### src/rtl/adc_fe_arbiter.sv
// Arbiter sharing the ADC analog front end between the periodic sampler (req 0)
// and the software one-shot path (req 1): power sequencing, round-robin grant, timeout.
module adc_fe_arbiter #(
  parameter int DataW      = 10,
  parameter int IdleCycles = 16
) (
  input  logic             clk_aon_i,
  input  logic             rst_aon_i,
  input  logic [3:0]       cfg_pwrup_time_i,
  input  logic [7:0]       cfg_timeout_i,
  input  logic [1:0]       req_i,
  input  logic [1:0]       req_chn_i,
  output logic [1:0]       gnt_o,
  output logic [1:0]       rsp_valid_o,
  output logic [DataW-1:0] rsp_data_o,
  output logic             rsp_err_o,
  output logic             adc_pd_o,
  output logic [1:0]       adc_chn_sel_o,
  input  logic [DataW-1:0] adc_d_i,
  input  logic             adc_d_val_i
);

  typedef enum logic [1:0] {
    ST_PWRDN = 2'd0,
    ST_PWRUP = 2'd1,
    ST_ARB   = 2'd2,
    ST_CONV  = 2'd3
  } state_e;

  localparam logic [7:0] IdleLast = 8'(IdleCycles - 1);

  state_e           r_state, w_state_next;
  logic [7:0]       r_cnt, w_cnt_next;
  logic [7:0]       r_idle_cnt, w_idle_cnt_next;
  logic             r_last_gnt, w_last_gnt_next;
  logic             r_win, w_win_next;
  logic             r_chn, w_chn_next;
  logic [1:0]       r_gnt, w_gnt_next;
  logic [1:0]       r_rsp_valid, w_rsp_valid_next;
  logic [DataW-1:0] r_rsp_data, w_rsp_data_next;
  logic             r_rsp_err, w_rsp_err_next;
  logic             r_adc_pd, w_adc_pd_next;
  logic [1:0]       r_chn_sel, w_chn_sel_next;

  logic             w_any_req;
  logic             w_pick;
  logic             w_tmo_hit;
  logic [1:0]       w_win_onehot;
  logic [1:0]       w_chn_onehot;

  assign w_any_req = |req_i;
  // On a tie the requester that did not win the last tie goes first.
  assign w_pick    = (&req_i) ? ~r_last_gnt : req_i[1];
  assign w_tmo_hit = (cfg_timeout_i != 8'd0) && (r_cnt == (cfg_timeout_i - 8'd1));

  for (genvar gi = 0; gi < 2; gi++) begin : g_onehot
    assign w_win_onehot[gi] = (r_win == 1'(gi));
    assign w_chn_onehot[gi] = (w_chn_next == 1'(gi));
  end

  always_comb begin
    w_state_next     = r_state;
    w_cnt_next       = r_cnt;
    w_idle_cnt_next  = 8'd0;
    w_last_gnt_next  = r_last_gnt;
    w_win_next       = r_win;
    w_chn_next       = r_chn;
    w_gnt_next       = 2'b00;
    w_rsp_valid_next = 2'b00;
    w_rsp_data_next  = r_rsp_data;
    w_rsp_err_next   = 1'b0;

    case (r_state)
      ST_PWRDN: begin
        w_cnt_next = 8'd0;
        if (w_any_req) begin
          w_state_next = ST_PWRUP;
        end
      end

      ST_PWRUP: begin
        if (r_cnt == {4'd0, cfg_pwrup_time_i}) begin
          w_state_next = ST_ARB;
          w_cnt_next   = 8'd0;
        end else begin
          w_cnt_next = r_cnt + 8'd1;
        end
      end

      ST_ARB: begin
        if (w_any_req) begin
          w_state_next = ST_CONV;
          w_cnt_next   = 8'd0;
          w_win_next   = w_pick;
          w_chn_next   = req_chn_i[w_pick];
          w_gnt_next   = {w_pick, ~w_pick};
          if (&req_i) begin
            w_last_gnt_next = w_pick;
          end
        end else if (r_idle_cnt == IdleLast) begin
          w_state_next = ST_PWRDN;
        end else begin
          w_idle_cnt_next = r_idle_cnt + 8'd1;
        end
      end

      ST_CONV: begin
        // Valid data takes priority over a timeout landing in the same cycle.
        if (adc_d_val_i) begin
          w_state_next     = ST_ARB;
          w_cnt_next       = 8'd0;
          w_rsp_valid_next = w_win_onehot;
          w_rsp_data_next  = adc_d_i;
        end else if (w_tmo_hit) begin
          w_state_next     = ST_ARB;
          w_cnt_next       = 8'd0;
          w_rsp_valid_next = w_win_onehot;
          w_rsp_data_next  = '0;
          w_rsp_err_next   = 1'b1;
        end else begin
          w_cnt_next = r_cnt + 8'd1;
        end
      end

      default: begin
        w_state_next = ST_PWRDN;
      end
    endcase

    w_adc_pd_next  = (w_state_next == ST_PWRDN);
    w_chn_sel_next = (w_state_next == ST_CONV) ? w_chn_onehot : 2'b00;
  end

  always_ff @(posedge clk_aon_i) begin
    if (rst_aon_i) begin
      r_state     <= ST_PWRDN;
      r_cnt       <= 8'd0;
      r_idle_cnt  <= 8'd0;
      r_last_gnt  <= 1'b1;
      r_win       <= 1'b0;
      r_chn       <= 1'b0;
      r_gnt       <= 2'b00;
      r_rsp_valid <= 2'b00;
      r_rsp_data  <= '0;
      r_rsp_err   <= 1'b0;
      r_adc_pd    <= 1'b1;
      r_chn_sel   <= 2'b00;
    end else begin
      r_state     <= w_state_next;
      r_cnt       <= w_cnt_next;
      r_idle_cnt  <= w_idle_cnt_next;
      r_last_gnt  <= w_last_gnt_next;
      r_win       <= w_win_next;
      r_chn       <= w_chn_next;
      r_gnt       <= w_gnt_next;
      r_rsp_valid <= w_rsp_valid_next;
      r_rsp_data  <= w_rsp_data_next;
      r_rsp_err   <= w_rsp_err_next;
      r_adc_pd    <= w_adc_pd_next;
      r_chn_sel   <= w_chn_sel_next;
    end
  end

  assign gnt_o         = r_gnt;
  assign rsp_valid_o   = r_rsp_valid;
  assign rsp_data_o    = r_rsp_data;
  assign rsp_err_o     = r_rsp_err;
  assign adc_pd_o      = r_adc_pd;
  assign adc_chn_sel_o = r_chn_sel;

endmodule

### config.mk
export PLATFORM = sky130hd
export DESIGN_NAME = adc_fe_arbiter
export DESIGN_NICKNAME = d
export VERILOG_FILES = /design/src/rtl/adc_fe_arbiter.sv
export SDC_FILE = /design/constraint.sdc
export NUM_CORES = 1
export LEC_CHECK = 0
export CAP_MARGIN = 5
export CELL_PAD_IN_SITES_DETAIL_PLACEMENT = 1
export CELL_PAD_IN_SITES_GLOBAL_PLACEMENT = 1
export CORE_MARGIN = 4
export CORE_UTILIZATION = 30
export DETAILED_ROUTE_END_ITERATION = 8
export GPL_TIMING_DRIVEN = 1
export HOLD_SLACK_MARGIN = 0.03
export MAX_ROUTING_LAYER = met4
export PLACE_DENSITY_LB_ADDON = 0.12
export SYNTH_ARGS = -nofsm -noshare
export SYNTH_HDL_FRONTEND = slang
export SYNTH_SLANG_ARGS = --single-unit
### constraint.sdc
create_clock -name clk_aon_i -period 5.37 [get_ports clk_aon_i]
set_input_delay 1.074 -clock clk_aon_i [delete_from_list [all_inputs] [get_ports clk_aon_i]]
set_output_delay 1.074 -clock clk_aon_i [all_outputs]
set_load 0.05 [all_outputs]
==> results.txt <==
* Result of the run: complete, no violations
* Fraction of synthesized area in multiplexers: 0.01529
- When the netlist entered floorplanning its net count stood at 267.
* CP endpoint kind: flip-flop
- In this run the static leakage power is 0.9182 nW.
- Most common flop cell mapped by yosys: sky130_fd_sc_hd__dfxtp_1
* Number of global-route vias before repair: 1845
* TritonRoute pass-1 iters: 4
- 0 antenna diodes ended up in the layout.
- Setup violations remaining at the end of the flow were counted as 0.
- Count of pins on the block boundary: 47
- Of the total synthesized cell area, the portion taken by full adders, half adders and majority gates is 0.01911.
- Counting the buffers created by CTS gives 5.
* Routed wire length: 4.848 mm
* Crit path required time: 5.52 ns
- Deepest level of the CTS H-tree: 2
- Detailed placement ended at an HPWL of 3.647 mm.
- Post-route clock period utilization: 0.6133
- Across the routed clock network, the largest skew measured is 0.005155 ns.
- The worst hold path belongs to the class reg2reg.
* Switching Share: 0.2271
- Across all layers, the routed design uses 1761 vias.
- The detail route stage leaves a number of antenna-violating nets equal to 0.
* CTS Buffer Depth: 2
- Count of hold buffers inserted by post-cts repair: 0
- Based on the critical path, the design can be clocked at up to 303.6 MHz.
* Sum of overflow across all layers after global routing: 0
* Net load switching power: 0.0001353 W
- Summed instance area of the synthesized netlist: 0.001964 sq mm
- Full die area: 0.007907 sq mm
- Avg Cell Area, Syn: 8.359 sq um
- The library cell used most frequently in the layout, excluding fill and tap cells, is sky130_fd_sc_hd__clkdlybuf4s50_1.
- Yosys mapped the design onto 45 distinct sky130hd cell types.
- Share of the synthesized netlist area taken by xor and xnor gates: 0.08471
- Internal power comes to 0.0004606 W.
- Dividing total power by cell area gives a power density of 231.4 mW/mm^2.
* Synth-to-layout area growth: 31.08%
* Tightest slew margin relative to the limit: 0.4015
- The share of total power dissipated in sequential elements is 0.497.
- Of the total power, the clock network draws 0.395.
- In the final routed layout, each cell accounts on average for 13.66 um.
- The share of total power dissipated in combinational logic is 0.109.
- Maxcap violations: 0
* Critical Path Start Type: primary input
* Initial antenna violation count: 0
- In the layout the commonest cells are sky130_fd_sc_hd__clkdlybuf4s50_1 (46), sky130_fd_sc_hd__dfxtp_1 (39), sky130_fd_sc_hd__nand2_1 (35).
- Combinational family with the most area after synthesis: simple AND/OR/NAND/NOR gates
* Gate count of the mapped netlist: 235
* Time the worst path needs with I/O delays and setup: 3.293 ns
- Of the synthesized area, sequential elements account for 0.3975.
- Clock-pin slew on the worst setup and hold paths: 0.07 ns
- Maximum net fanout on the critical path: 13
* Synth Area in Simple Gates: 0.2720
- Share of cells above drive strength 1: 0.06835
- The Yosys step of the flow raised 0 warnings.
- In this run, synthesis produced a sequential element count of 39.
- CTS resizes: 0
- Setup repair after global routing missed its margin: no
* Weighted congestion at the end of routability-driven global placement: 0.7443
* Die outline width: 88.92 um
- TritonCTS built the clock tree.
* Skew-Pair Late Insertion Delay: 0.29 ns
- Detailed router's first-iteration violation count: 34
- Counting flops with an async set or reset pin after synthesis yields a share of 0.
- Clock sinks: 39
- Via density per instance: 4.961
- Slack of the worst reg-to-reg path: 3.24 ns
- VDD sags by at most 109.5 uV.
- After detailed routing, the number of remaining DRC violations is 0.
- CORE AREA: 0.006350 sq mm
* Clock tree root buffer cell: sky130_fd_sc_hd__clkbuf_8
- Critical Path AT: 3.44 ns
* Number of core rows: 29
- The number of setup buffers added after CTS is 0.
- For this run, the total global-route usage over all layers was measured as 0.1419.
- Maximum number of pins on one net before global-route repair: 23
- In this run, synthesis inferred 0 flip-flops with an integrated enable.
- The critical path is of the in2reg type.
* Effective utilization at floorplan: 0.3094
- Total number of nets in the final design: 310
- For the pin with the worst max-slew slack, the measured transition is 0.8949 ns.
- During placement, the flow inserted port buffers numbering 46.
* Total count of max-transition violations in the final report: 0
- The count of endpoints failing hold in the final timing report came to 0.
- Wire length of the first global-routing pass: 8.452 mm
* Total Negative Setup Slacks: 0 ns
- Final core utilization: 0.4055
* Overall die height: 88.92 um
- The compound-gate portion of the synthesized area is 0.1752.
[path summary, 6_finish.rpt]
| path | end | cells after the start | start |
|---|---|---|---|
| max | r_state[0]$_SDFF_PP0_ | 10 | cfg_timeout_i[0] |
| min | r_idle_cnt[0]$_SDFF_PP0_ | 1 | r_idle_cnt[0]$_SDFF_PP0_ |
| max reg2reg | r_state[0]$_SDFF_PP0_ | 7 | r_cnt[5]$_SDFFE_PP0P_ |
| min reg2reg | r_idle_cnt[0]$_SDFF_PP0_ | 1 | r_idle_cnt[0]$_SDFF_PP0_ |
[layer usage]
layer,GRT usage,vias up,routed length (um)
met1,0.1817,814,2323
met2,0.2193,38,2224
li1,-,900,-
met5,-,-,0
met4,0.04121,0,55
met3,0.03871,9,245
[final cells by class]
type | count | area, sq um
Clock buffer | 6 | 72.57
Clock inverter | 1 | 30.03
Fill cell | 750 | 3775
Inverter | 6 | 22.52
Multi-Input combinational cell | 180 | 1112
Sequential cell | 39 | 780.7
Tap cell | 77 | 96.34
Timing Repair Buffer | 46 | 460.4
[synth_stat cells, drive strengths merged (3+ instances only)]
| cell | n | share of area |
|---|---|---|
| clkbuf | 4 | 0.0076 |
| nand3 | 9 | 0.023 |
| a21oi | 15 | 0.042 |
| nand2 | 35 | 0.067 |
| a31oi | 3 | 0.0096 |
| nor3 | 3 | 0.010 |
| o211ai | 6 | 0.023 |
| xor2 | 12 | 0.054 |
| mux2i | 3 | 0.015 |
| o21ai | 20 | 0.051 |
| nor2 | 22 | 0.043 |
| xnor2 | 7 | 0.031 |
| and3 | 5 | 0.016 |
| ha | 3 | 0.019 |
| nor2b | 4 | 0.013 |
| nor4 | 7 | 0.032 |
| inv | 6 | 0.011 |
| nand2b | 7 | 0.026 |
| dfxtp | 39 | 0.40 |
| buf | 6 | 0.017 |
| or2 | 3 | 0.0096 |
[cell families (layout without fill, tap and decap cells)]
group,Yosys count,after routing
xor gates and xnor gates,19,19
buffers and inverters,16,59
DFF,39,39
muxes,3,3
adders and majority gates,3,3
AOI/OAI and AO/OA,54,54
and+or+nand+nor,101,101
[registers in the layout, indices dropped and copies added, names as in the netlist, 2 cells and up]
signal	cells
rsp_data_o	10
gnt_o	2
adc_chn_sel_o	2
r_idle_cnt	8
rsp_valid_o	2
r_state	2
r_cnt	8
[worst max-delay path, cell delays in order]
cell and delay [ns]:
sky130_fd_sc_hd__clkdlybuf4s50_1 0.54, sky130_fd_sc_hd__inv_1 0.06, sky130_fd_sc_hd__ha_1 0.25, sky130_fd_sc_hd__nor2b_1 0.17, sky130_fd_sc_hd__a211oi_1 0.25, sky130_fd_sc_hd__a21oi_1 0.07, sky130_fd_sc_hd__a2bb2oi_1 0.35, sky130_fd_sc_hd__a21oi_2 0.28
sky130_fd_sc_hd__a31oi_1 0.33, sky130_fd_sc_hd__nor2_1 0.07
[metrics by stage]
step / instance area (sq um) / setup slack [ns] / instances / hold WS (ns) / power [W]
after floorplan: 1964 / 2.681 / 235 / 0.4132 / 0.0003339
after global placement: 2472 / 1.833 / 348 / 0.4274 / 0.0003677
after detailed placement: 2472 / 1.760 / 348 / 0.4335 / 0.0003683
after CTS: 2575 / 2.043 / 355 / 0.4518 / 0.0006071
after global routing: 2575 / 1.759 / 355 / 0.4878 / 0.0006256
final: 2575 / 2.077 / 355 / 0.4509 / 0.0005959
[power groups by stage]
| stage | sequential [W] | combinational (W) | clock, W |
|---|---|---|---|
| floorplan | 0.000305 | 0.0000294 | 0 |
| global placement | 0.000303 | 0.0000650 | 0 |
| detailed placement | 0.000303 | 0.0000654 | 0 |
| CTS | 0.000296 | 0.0000659 | 0.000245 |
| global route | 0.000297 | 0.0000713 | 0.000258 |
| finish | 0.000296 | 0.0000648 | 0.000235 |
Note: power is estimated with default switching activity, not from simulation.
